==> src/rtl/trace_pkg.sv <==
// rtl/trace_pkg.sv - shared constants, state encoding and record packer for the trace capture
package trace_pkg;

  localparam logic [7:0] SYNC_BYTE    = 8'hA5;
  localparam int         RECORD_BYTES = 14;
  localparam int         RECORD_W     = 104;

  localparam int FLAG_REGWRITE = 7;
  localparam int FLAG_MEMWRITE = 6;
  localparam int FLAG_RD_MSB   = 5;
  localparam int FLAG_RD_LSB   = 1;
  localparam int FLAG_LOST     = 0;

  typedef enum logic {
    ST_IDLE = 1'b0,
    ST_SEND = 1'b1
  } ser_state_t;

  // Record layout is {flags, PC, instruction, data}; the sync byte is added by the serializer.
  function automatic logic [RECORD_W-1:0] pack_record(
    input logic        reg_write,
    input logic        mem_write,
    input logic [4:0]  rd,
    input logic        lost,
    input logic [31:0] pc,
    input logic [31:0] instr,
    input logic [31:0] wdata,
    input logic [31:0] sdata
  );
    logic [7:0]  flags;
    logic [31:0] data;
    flags                          = '0;
    flags[FLAG_REGWRITE]           = reg_write;
    flags[FLAG_MEMWRITE]           = mem_write;
    flags[FLAG_RD_MSB:FLAG_RD_LSB] = reg_write ? rd : 5'd0;
    flags[FLAG_LOST]               = lost;
    data = reg_write ? wdata : (mem_write ? sdata : 32'd0);
    return {flags, pc, instr, data};
  endfunction

endpackage

==> src/rtl/cpu_trace_capture_if.sv <==
// rtl/cpu_trace_capture_if.sv - commit-side capture signals and outgoing byte stream
interface cpu_trace_capture_if;
  logic        en;
  logic        commit;
  logic [31:0] PC;
  logic [31:0] instruction;
  logic        RegWrite;
  logic [4:0]  r3_addr_mux;
  logic [31:0] reg_datain;
  logic        MemWrite;
  logic [31:0] r2_dout;
  logic [7:0]  tx_data;
  logic        tx_valid;
  logic        tx_ready;

  modport master (
    output en, commit, PC, instruction, RegWrite, r3_addr_mux, reg_datain, MemWrite, r2_dout,
    output tx_ready,
    input  tx_data, tx_valid
  );

  modport slave (
    input  en, commit, PC, instruction, RegWrite, r3_addr_mux, reg_datain, MemWrite, r2_dout,
    input  tx_ready,
    output tx_data, tx_valid
  );
endinterface

==> src/rtl/trace_fifo.sv <==
// rtl/trace_fifo.sv - synchronous record FIFO; a push into a full FIFO succeeds when a pop happens the same cycle
module trace_fifo #(
  parameter int DEPTH = 8,
  parameter int WIDTH = 104
) (
  input  logic                     clk,
  input  logic                     rst,
  input  logic                     push,
  input  logic                     pop,
  input  logic [WIDTH-1:0]         din,
  output logic [WIDTH-1:0]         dout,
  output logic                     full,
  output logic                     empty,
  output logic [$clog2(DEPTH):0]   level
);
  localparam int AW = $clog2(DEPTH);

  logic [WIDTH-1:0] mem [DEPTH];
  logic [AW-1:0]    wr_ptr;
  logic [AW-1:0]    rd_ptr;
  logic             wr_en;
  logic             rd_en;

  assign full  = (level == (AW+1)'(DEPTH));
  assign empty = (level == '0);
  assign wr_en = push & (~full | pop);
  assign rd_en = pop & ~empty;
  assign dout  = mem[rd_ptr];

  always_ff @(posedge clk) begin
    if (wr_en) mem[wr_ptr] <= din;
  end

  always_ff @(posedge clk or posedge rst) begin
    if (rst) begin
      wr_ptr <= '0;
      rd_ptr <= '0;
      level  <= '0;
    end else begin
      if (wr_en) wr_ptr <= wr_ptr + 1'b1;
      if (rd_en) rd_ptr <= rd_ptr + 1'b1;
      case ({wr_en, rd_en})
        2'b10:   level <= level + 1'b1;
        2'b01:   level <= level - 1'b1;
        default: level <= level;
      endcase
    end
  end
endmodule

==> src/rtl/cpu_trace_capture.sv <==
// rtl/cpu_trace_capture.sv - packs retirement records into a FIFO and streams them as 14-byte frames
module cpu_trace_capture
  import trace_pkg::*;
#(
  parameter int DEPTH = 8
) (
  input  logic                   clk,
  input  logic                   rst,
  cpu_trace_capture_if.slave     bus,
  output logic [$clog2(DEPTH):0] fifo_level,
  output logic [15:0]            dropped_cnt,
  output logic                   busy
);
  localparam logic [3:0] LAST_IDX = 4'(RECORD_BYTES - 1);

  ser_state_t          state;
  logic [3:0]          idx;
  logic [RECORD_W-1:0] shreg;
  logic [RECORD_W-1:0] fifo_din;
  logic [RECORD_W-1:0] fifo_dout;
  logic                fifo_full;
  logic                fifo_empty;
  logic                lost;
  logic                push;
  logic                pop;
  logic                accept;

  assign push   = bus.en & bus.commit;
  assign pop    = (state == ST_IDLE) & ~fifo_empty;
  assign accept = push & (~fifo_full | pop);
  assign busy   = (state == ST_SEND);

  assign fifo_din = pack_record(bus.RegWrite, bus.MemWrite, bus.r3_addr_mux, lost,
                                bus.PC, bus.instruction, bus.reg_datain, bus.r2_dout);

  trace_fifo #(.DEPTH(DEPTH), .WIDTH(RECORD_W)) u_fifo (
    .clk   (clk),
    .rst   (rst),
    .push  (push),
    .pop   (pop),
    .din   (fifo_din),
    .dout  (fifo_dout),
    .full  (fifo_full),
    .empty (fifo_empty),
    .level (fifo_level)
  );

  always_ff @(posedge clk or posedge rst) begin
    if (rst) begin
      lost        <= 1'b0;
      dropped_cnt <= '0;
    end else if (accept) begin
      lost <= 1'b0;
    end else if (push) begin
      lost <= 1'b1;
      if (dropped_cnt != 16'hFFFF) dropped_cnt <= dropped_cnt + 16'd1;
    end
  end

  // The shift register holds the not-yet-sent record bytes; tx_data is the byte on the wire.
  always_ff @(posedge clk or posedge rst) begin
    if (rst) begin
      state        <= ST_IDLE;
      idx          <= '0;
      shreg        <= '0;
      bus.tx_valid <= 1'b0;
      bus.tx_data  <= '0;
    end else begin
      case (state)
        ST_IDLE: begin
          if (!fifo_empty) begin
            shreg        <= fifo_dout;
            idx          <= '0;
            bus.tx_valid <= 1'b1;
            bus.tx_data  <= SYNC_BYTE;
            state        <= ST_SEND;
          end
        end
        ST_SEND: begin
          if (bus.tx_ready) begin
            if (idx == LAST_IDX) begin
              bus.tx_valid <= 1'b0;
              state        <= ST_IDLE;
            end else begin
              idx         <= idx + 4'd1;
              bus.tx_data <= shreg[RECORD_W-1 -: 8];
              shreg       <= {shreg[RECORD_W-9:0], 8'h00};
            end
          end
        end
        default: state <= ST_IDLE;
      endcase
    end
  end
endmodule
==> src/flat_wrapper.sv <==
// flat-port wrapper written by rule: the top's interface ports become plain ports
module cpu_trace_capture_flat import trace_pkg::*;
#(
  parameter int DEPTH = 8
)
  (clk, rst, fifo_level, dropped_cnt, busy, bus_en, bus_commit, bus_PC, bus_instruction, bus_RegWrite, bus_r3_addr_mux, bus_reg_datain, bus_MemWrite, bus_r2_dout, bus_tx_ready, bus_tx_data, bus_tx_valid);
  cpu_trace_capture_if bus_i ();
  input  logic clk;
  input  logic rst;
  output logic [$clog2(DEPTH):0] fifo_level;
  output logic [15:0] dropped_cnt;
  output logic busy;
  input wire logic [$bits(bus_i.en)-1:0] bus_en;
  input wire logic [$bits(bus_i.commit)-1:0] bus_commit;
  input wire logic [$bits(bus_i.PC)-1:0] bus_PC;
  input wire logic [$bits(bus_i.instruction)-1:0] bus_instruction;
  input wire logic [$bits(bus_i.RegWrite)-1:0] bus_RegWrite;
  input wire logic [$bits(bus_i.r3_addr_mux)-1:0] bus_r3_addr_mux;
  input wire logic [$bits(bus_i.reg_datain)-1:0] bus_reg_datain;
  input wire logic [$bits(bus_i.MemWrite)-1:0] bus_MemWrite;
  input wire logic [$bits(bus_i.r2_dout)-1:0] bus_r2_dout;
  input wire logic [$bits(bus_i.tx_ready)-1:0] bus_tx_ready;
  output wire logic [$bits(bus_i.tx_data)-1:0] bus_tx_data;
  output wire logic [$bits(bus_i.tx_valid)-1:0] bus_tx_valid;
  assign bus_i.en = bus_en;
  assign bus_i.commit = bus_commit;
  assign bus_i.PC = bus_PC;
  assign bus_i.instruction = bus_instruction;
  assign bus_i.RegWrite = bus_RegWrite;
  assign bus_i.r3_addr_mux = bus_r3_addr_mux;
  assign bus_i.reg_datain = bus_reg_datain;
  assign bus_i.MemWrite = bus_MemWrite;
  assign bus_i.r2_dout = bus_r2_dout;
  assign bus_i.tx_ready = bus_tx_ready;
  assign bus_tx_data = bus_i.tx_data;
  assign bus_tx_valid = bus_i.tx_valid;
  cpu_trace_capture #(.DEPTH(DEPTH)) u_core (.clk(clk), .rst(rst), .bus(bus_i), .fifo_level(fifo_level), .dropped_cnt(dropped_cnt), .busy(busy));
endmodule
==> config.mk <==
export PLATFORM = sky130hd
export DESIGN_NAME = cpu_trace_capture_flat
export DESIGN_NICKNAME = d
export VERILOG_FILES = /design/src/rtl/trace_pkg.sv /design/src/rtl/cpu_trace_capture_if.sv /design/src/rtl/trace_fifo.sv /design/src/rtl/cpu_trace_capture.sv /design/src/flat_wrapper.sv
export SDC_FILE = /design/constraint.sdc
export NUM_CORES = 1
export LEC_CHECK = 0
export ABC_CLOCK_PERIOD_IN_PS = 12430
export CAP_MARGIN = 10
export CORE_MARGIN = 8
export CORE_UTILIZATION = 35
export CTS_CLUSTER_DIAMETER = 100
export DETAILED_ROUTE_END_ITERATION = 8
export PLACE_DENSITY = 0.52
export SKIP_LAST_GASP = 1
export SLEW_MARGIN = 10
export SYNTH_ARGS = -nofsm -noshare
export SYNTH_HDL_FRONTEND = slang
export SYNTH_SLANG_ARGS = --single-unit
==> constraint.sdc <==
create_clock -name clk -period 12.43 [get_ports clk]
set_input_delay 3.1075 -clock clk [delete_from_list [all_inputs] [get_ports clk]]
set_output_delay 3.1075 -clock clk [all_outputs]
set_load 0.05 [all_outputs]
==> flow_summary.toml, run 1 <==
[run_status]
status = "finished, final reports clean"

[drt]
routed_via_density = 5.21
drt_pass1_iterations = 5
drt-initial-drc-count = 1355
wl_mm = 90.3
wl_per_cell_um = 25.2
drc_errors = 0
vias = 18700
route.antenna.remaining_nets = 0

[clock_tree]
cts_setup_buffers = 0
holdBufCountCts = 0
clkSlewWorstSetupHoldPaths_ps = 60
h-tree-depth = 3
cts_tree = "built"
clock_latency_ps = 680
cts_root_buf = "clkbuf_16"
clock-sinks = 977
cts_buffers = 104
cts_resized = 0
cts.path.max_buffers = 3

[global_route]
grt_pass1_wl_mm = 135
grt_use_total = 0.153
overflow = 0
antenna_found_initial = 7
grt_pass1_vias = 20400
grt_start_max_net_pins = 105

[floorplan]
rows = 120
initial_core_util = 0.351
io_pins = 170
fp.dieW_um = 343
core_sq_mm = 0.106
dieArea_sq_mm = 0.117
die_h_um = 343

[synth]
postSynthCellCount = 1908
syn-cell-area_sq_mm = 0.0374
ys_seq_area_frac = 0.766
synth_nets = 2056
yosysUniqueCellTypes = 48
synth_warnings = 0
synth.avg_cell_area_sq_um = 19.6
yosys_register_bits = 977

[power_and_ir_drop]
vdd_drop_max_mv = 0.122
total_power_mw = 9.41
p_leak_nw = 14.6
powerDensity_mw_per_mm2 = 213

[setup_path]
cp_slowest_cell = "buf_4"
end_kind = "register"
worstSetupPathType = "input pin to register"
critical_path_buf_inv_count = 3
r2r_slack_ps = 8480
regToRegStartpoint = "u_core.u_fifo.level[1]$_DFFE_PP0P_"
crit_path_start_kind = "input pin"
crit_fanout = 53
worstPathCellList = "clkdlybuf4s50_1 > nand2_1 > a31oi_1 > nand2_1 > nor2_4 > buf_4 > buf_4"
reg2reg_depth = 6
r2r-end = "u_core.u_fifo.mem[7][85]$_DFFE_PP_"
cp_data_arrival_time_ps = 6560
critPathMaxStageDelay_ps = 880
critPathRequiredTime_ps = 12710
crit_family = "buffers and inverters"

[timing]
worstMarginPinSlew_ps = 1030
relSlewSlack = 0.310
timing.setup.tns_ps = 0
setup_viol = 0
slew_viol_final = 0
post-route-period-util = 0.505
max_freq_mhz = 159
hold_violations = 0
period_minus_slack_ps = 6280
rsz0062_at_grt = "no"
fin_worst_skew_ps = 29.1

[placed_design]
port_buffers = 169
post_dp_cell_area_sq_mm = 0.0407
hpwl_mm = 47.9
place_inst = 3391
gp_congestion = 0.711

[layout]
nets = 2242
final_common_cell = "edfxtp_1"
layout.cells.non_filler = 3590
drive_gt1_frac = 0.194
finalInstanceArea_sq_mm = 0.0442
final_util = 0.415
layout_common_cells = "edfxtp_1, mux4_2, nand3_1, clkdlybuf4s50_1, dfrtp_1"
syn_to_final_growth_pct = 18.3

[worst_hold_path]
holdPathStages = 2
min_to = "u_core.bus.tx_data[4]$_DFFE_PP0P_"
min_path_type = "register to register"
worstHoldStart = "u_core.bus.tx_data[4]$_DFFE_PP0P_"

[job]
cap_violations = 0
==> worst max path at each step <==
stage                     from                                  to  slack, ps  cells after the start
global placement        bus_en  u_core.u_fifo.mem[7][84]$_DFFE_PP_       5340                      7
finish                  bus_en  u_core.u_fifo.mem[7][85]$_DFFE_PP_       6150                      7
floorplan               bus_en   u_core.u_fifo.mem[0][0]$_DFFE_PP_        980                      4
CTS                 bus_commit  u_core.u_fifo.mem[7][85]$_DFFE_PP_       6100                      7
global route        bus_commit  u_core.u_fifo.mem[7][85]$_DFFE_PP_       5890                      7
detailed placement      bus_en  u_core.u_fifo.mem[7][91]$_DFFE_PP_       5390                      7
==> registers in the layout, indices dropped and copies added, names as in the netlist <==
name / flops
u_core.u_fifo.mem: 832
u_core.shreg: 104
u_core.dropped_cnt: 16
u_core.bus.tx_data: 8
u_core.idx: 4
u_core.u_fifo.level: 4
u_core.u_fifo.rd_ptr: 3
u_core.u_fifo.wr_ptr: 3
u_core.bus.tx_valid: 1
u_core.busy: 1
u_core.lost: 1
==> cell families (layout without fill, tap and decap cells) <==
| family | after synthesis | count (layout) | share of synthesized area |
|---|---|---|---|
| multiplexers | 212 | 212 | 0.127 |
| buffers and inverters | 128 | 406 | 0.0149 |
| adder cells (fa/ha/maj) | 8 | 8 | 0.00268 |
| flip-flops | 977 | 977 | 0.766 |
| XOR/XNOR | 19 | 19 | 0.00445 |
| other | 0 | 1 | 0 |
| AO/OA/AOI/OAI | 172 | 172 | 0.0354 |
| AND/OR/NAND/NOR | 392 | 392 | 0.0503 |
==> tightest hold or removal path, cell delays in order (launching register included) <==
cell     delay [ps]
dfrtp_1         340
nand2_1          50
nand2_1          40
==> cell type report <==
class / instances / area, sq um
diodes: 1 / 2.50
clock buffers: 137 / 2880
clock inverters: 61 / 594
fillers: 9346 / 62300
inverters: 12 / 52.6
multi-input cells: 803 / 8300
flip-flops and latches: 977 / 28600
well taps: 1403 / 1760
repair buffers: 196 / 1990
==> cells in the mapped netlist (all sizes together) <==
cell | number | share of area
o31ai | 2 | 0.00040
o41ai | 1 | 0.00023
nand2b | 4 | 0.00067
or2 | 1 | 0.00017
nand2 | 138 | 0.014
clkbuf | 59 | 0.0059
and2 | 7 | 0.0012
a32oi | 1 | 0.00023
buf | 57 | 0.0078
and3 | 3 | 0.00050
nor3 | 8 | 0.0017
nor3b | 2 | 0.00054
ha | 8 | 0.0027
and4 | 3 | 0.00074
a2111oi | 1 | 0.00074
o21ai | 3 | 0.00040
xor2 | 13 | 0.0030
a21oi | 8 | 0.0014
nor4b | 2 | 0.00080
o211ai | 5 | 0.0010
xnor2 | 6 | 0.0014
a31oi | 10 | 0.0017
inv | 12 | 0.0012
a22oi | 104 | 0.021
a22o | 32 | 0.0075
edfxtp | 832 | 0.67
or3b | 1 | 0.00023
mux4 | 208 | 0.13
nor2b | 1 | 0.00017
o22ai | 2 | 0.00033
dfrtp | 145 | 0.097
or3 | 1 | 0.00017
o22a | 1 | 0.00023
a211oi | 2 | 0.00040
mux2 | 4 | 0.0012
nand4 | 3 | 0.00050
nor2 | 18 | 0.0018
nor4 | 3 | 0.00090
nand3 | 197 | 0.026
==> per-layer routing <==
layer / wire length (um) / vias up / GRT usage
met2: 45900 / 419 / 0.267
li1: - / 8178 / -
met4: 1760 / 0 / 0.0393
met1: 38700 / 9980 / 0.200
met5: 0 / - / 0
met3: 3910 / 130 / 0.0258
==> power by group <==
group / switching (mW) / internal, mW / leakage, nW / total (mW)
clock network: 1.26 / 1.84 / 1.70 / 3.10
logic: 1.14 / 0.913 / 3.51 / 2.05
registers: 0.283 / 3.98 / 9.42 / 4.26
total: 2.69 / 6.73 / 14.6 / 9.41
==> per-stage QoR <==
| step | worst slack, ps | hold slack, ps |
|---|---|---|
| after floorplan | 984 | 447 |
| after global placement | 5340 | 450 |
| after detailed placement | 5390 | 461 |
| after CTS | 6100 | 474 |
| after global routing | 5890 | 505 |
| final | 6150 | 464 |
No activity file was read; power rests on OpenSTA's default activity.
==> inputs of run 2 (changes only) <==
--- a/config.mk
+++ b/config.mk
@@ -5,7 +5,7 @@
 export SDC_FILE = /design/constraint.sdc
 export NUM_CORES = 1
 export LEC_CHECK = 0
-export ABC_CLOCK_PERIOD_IN_PS = 12430
+export ABC_CLOCK_PERIOD_IN_PS = 6100
 export CAP_MARGIN = 10
 export CORE_MARGIN = 8
 export CORE_UTILIZATION = 35
==> constraint.sdc (replaced) <==
create_clock -name clk -period 6.1 [get_ports clk]
set_input_delay 1.525 -clock clk [delete_from_list [all_inputs] [get_ports clk]]
set_output_delay 1.525 -clock clk [all_outputs]
set_load 0.05 [all_outputs]
==> run 2 against run 1 <==
  * Utilization increased by 0.14 points
  * Global-route usage about the same
  * Die area unchanged
  * Non-clock buffer count increased by 9
  * Design area increased by 0.34%
  * Wire length increased by 0.91%
  * Clock skew decreased by 7.4 ps
  * Worst setup slack got worse by 3900 ps
  * Critical endpoint is now u_core.u_fifo.mem[3][27]$_DFFE_PP_
  * Highest routed layer is now met5
==> flow_summary.toml, run 2 (synthesized netlist as in run 1, its figures left out) <==
[run_status]
status = "finished, final reports clean"

[power_and_ir_drop]
p_leak_nw = 14.7
sw_frac_of_total = 0.287
vdd_drop_max_mv = 0.297
p_sw_mw = 5.53
seqPwrFrac = 0.446
powerDensity_mw_per_mm2 = 434
power_frac_clock = 0.327
intPower_mw = 13.7
combPwrFrac = 0.227
total_power_mw = 19.3

[placed_design]
port_buffers = 169
hpwl_mm = 49.2
place_ws_ps = 1430
place_inst = 3400
gp_congestion = 0.711
post_dp_cell_area_sq_mm = 0.0409

[layout]
layout_common_cells = "edfxtp_1, mux4_2, nand3_1, clkdlybuf4s50_1, dfrtp_1"
final_common_cell = "edfxtp_1"
syn_to_final_growth_pct = 18.7
largest_registers = "u_core.u_fifo.mem (832), u_core.shreg (104), u_core.dropped_cnt (16)"
layout.cells.non_filler = 3600
nets = 2252
top_register = "u_core.u_fifo.mem"
largest_register_ff_count = 832
finalInstanceArea_sq_mm = 0.0443
final_util = 0.417
drive_gt1_frac = 0.195

[setup_path]
critPathRequiredTime_ps = 6410
regToRegStartpoint = "u_core.u_fifo.level[1]$_DFFE_PP0P_"
cp-startpoint = "bus_en"
crit_path_start_kind = "input pin"
worstSetupPathType = "input pin to register"
crit_fanout = 24
cp_data_arrival_time_ps = 4200
end_kind = "register"

[timing]
setup_ws_ps = 2200
whs_ps = 479
post-route-period-util = 0.639
worstMarginPinSlew_ps = 1000
hold_violations = 0
setup_viol = 0
rsz0062_at_grt = "no"
relSlewSlack = 0.333
max_freq_mhz = 257
fin_worst_skew_ps = 21.7
timing.setup.tns_ps = 0
period_minus_slack_ps = 3900
slew_viol_final = 0

[drt]
drt-initial-drc-count = 1218
wl_mm = 91.2
drt_pass1_iterations = 5
routed_via_density = 5.26
vias = 19000
drc_errors = 0
wl_per_cell_um = 25.3
route.antenna.remaining_nets = 0

[clock_tree]
cts_resized = 0
holdBufCountCts = 0
clock_latency_ps = 670
cts_root_buf = "clkbuf_16"
cts_setup_buffers = 0
cts_buffers = 105
cts.path.max_buffers = 3
clkSlewWorstSetupHoldPaths_ps = 60
h-tree-depth = 3
clock-sinks = 977
cts_tree = "built"

[floorplan]
initial_core_util = 0.351
rows = 120
core_sq_mm = 0.106
dieArea_sq_mm = 0.117
die_h_um = 343
fp.dieW_um = 343
io_pins = 170

[global_route]
grt_use_total = 0.154
overflow = 0
grt_pass1_vias = 20200
grt_start_max_net_pins = 125
antenna_found_initial = 5
grt_pass1_wl_mm = 135

[worst_hold_path]
worstHoldStart = "u_core.bus.tx_data[3]$_DFFE_PP0P_"
min_path_type = "register to register"

[job]
cap_violations = 0
run 2: changes by cell type in the layout (fill, tap and decap cells not counted), sizes merged:
cell	change
buf	+9
clkinv	-8
diode	+2
inv	-2
clkbuf	+9
run 2: per-layer routing:
layer  share of wire  track usage
met3           0.056       0.0305
met4           0.020       0.0386
met2            0.50        0.259
met1            0.43        0.205
met5         0.00014            0
run 2: area by class of cell:
cell class | count | area (sq um)
diodes | 3 | 7.51
clock buffers | 146 | 2880
clock inverters | 51 | 557
fillers | 9292 | 62100
inverters | 12 | 50.0
multi-input cells | 803 | 8310
flip-flops and latches | 977 | 28600
well taps | 1403 | 1760
repair buffers | 205 | 2160
run 2: critical path: stages:
cell             delay (ps)
clkdlybuf4s50_1         480
nand2_1                  90
a31oi_1                 570
nand2_1                 410
nor2_4                  600
buf_4                   490
run 2: power by group through the flow:
stage | clock network, mW | logic (mW) | registers (mW)
2_1_floorplan | 0 | 3.04 | 8.70
3_3_place_gp | 0 | 4.46 | 8.70
3_5_place_dp | 0 | 4.50 | 8.73
4_1_cts | 6.46 | 4.51 | 8.60
5_1_grt | 6.71 | 4.76 | 8.66
6_report | 6.30 | 4.37 | 8.59
run 2: worst paths after layout:
kind | to | slack (ps) | cells past startpoint
max reg2reg | u_core.u_fifo.mem[3][27]$_DFFE_PP_ | 2930 | 5
max | u_core.u_fifo.mem[3][27]$_DFFE_PP_ | 2200 | 6
max in group asynchronous | u_core.shreg[7]$_DFFE_PP0P_ | 3770 | 3
min in group asynchronous | u_core.dropped_cnt[3]$_DFFE_PP0P_ | 1340 | 2
min | u_core.bus.tx_data[3]$_DFFE_PP0P_ | 480 | 2
min reg2reg | u_core.bus.tx_data[3]$_DFFE_PP0P_ | 480 | 2
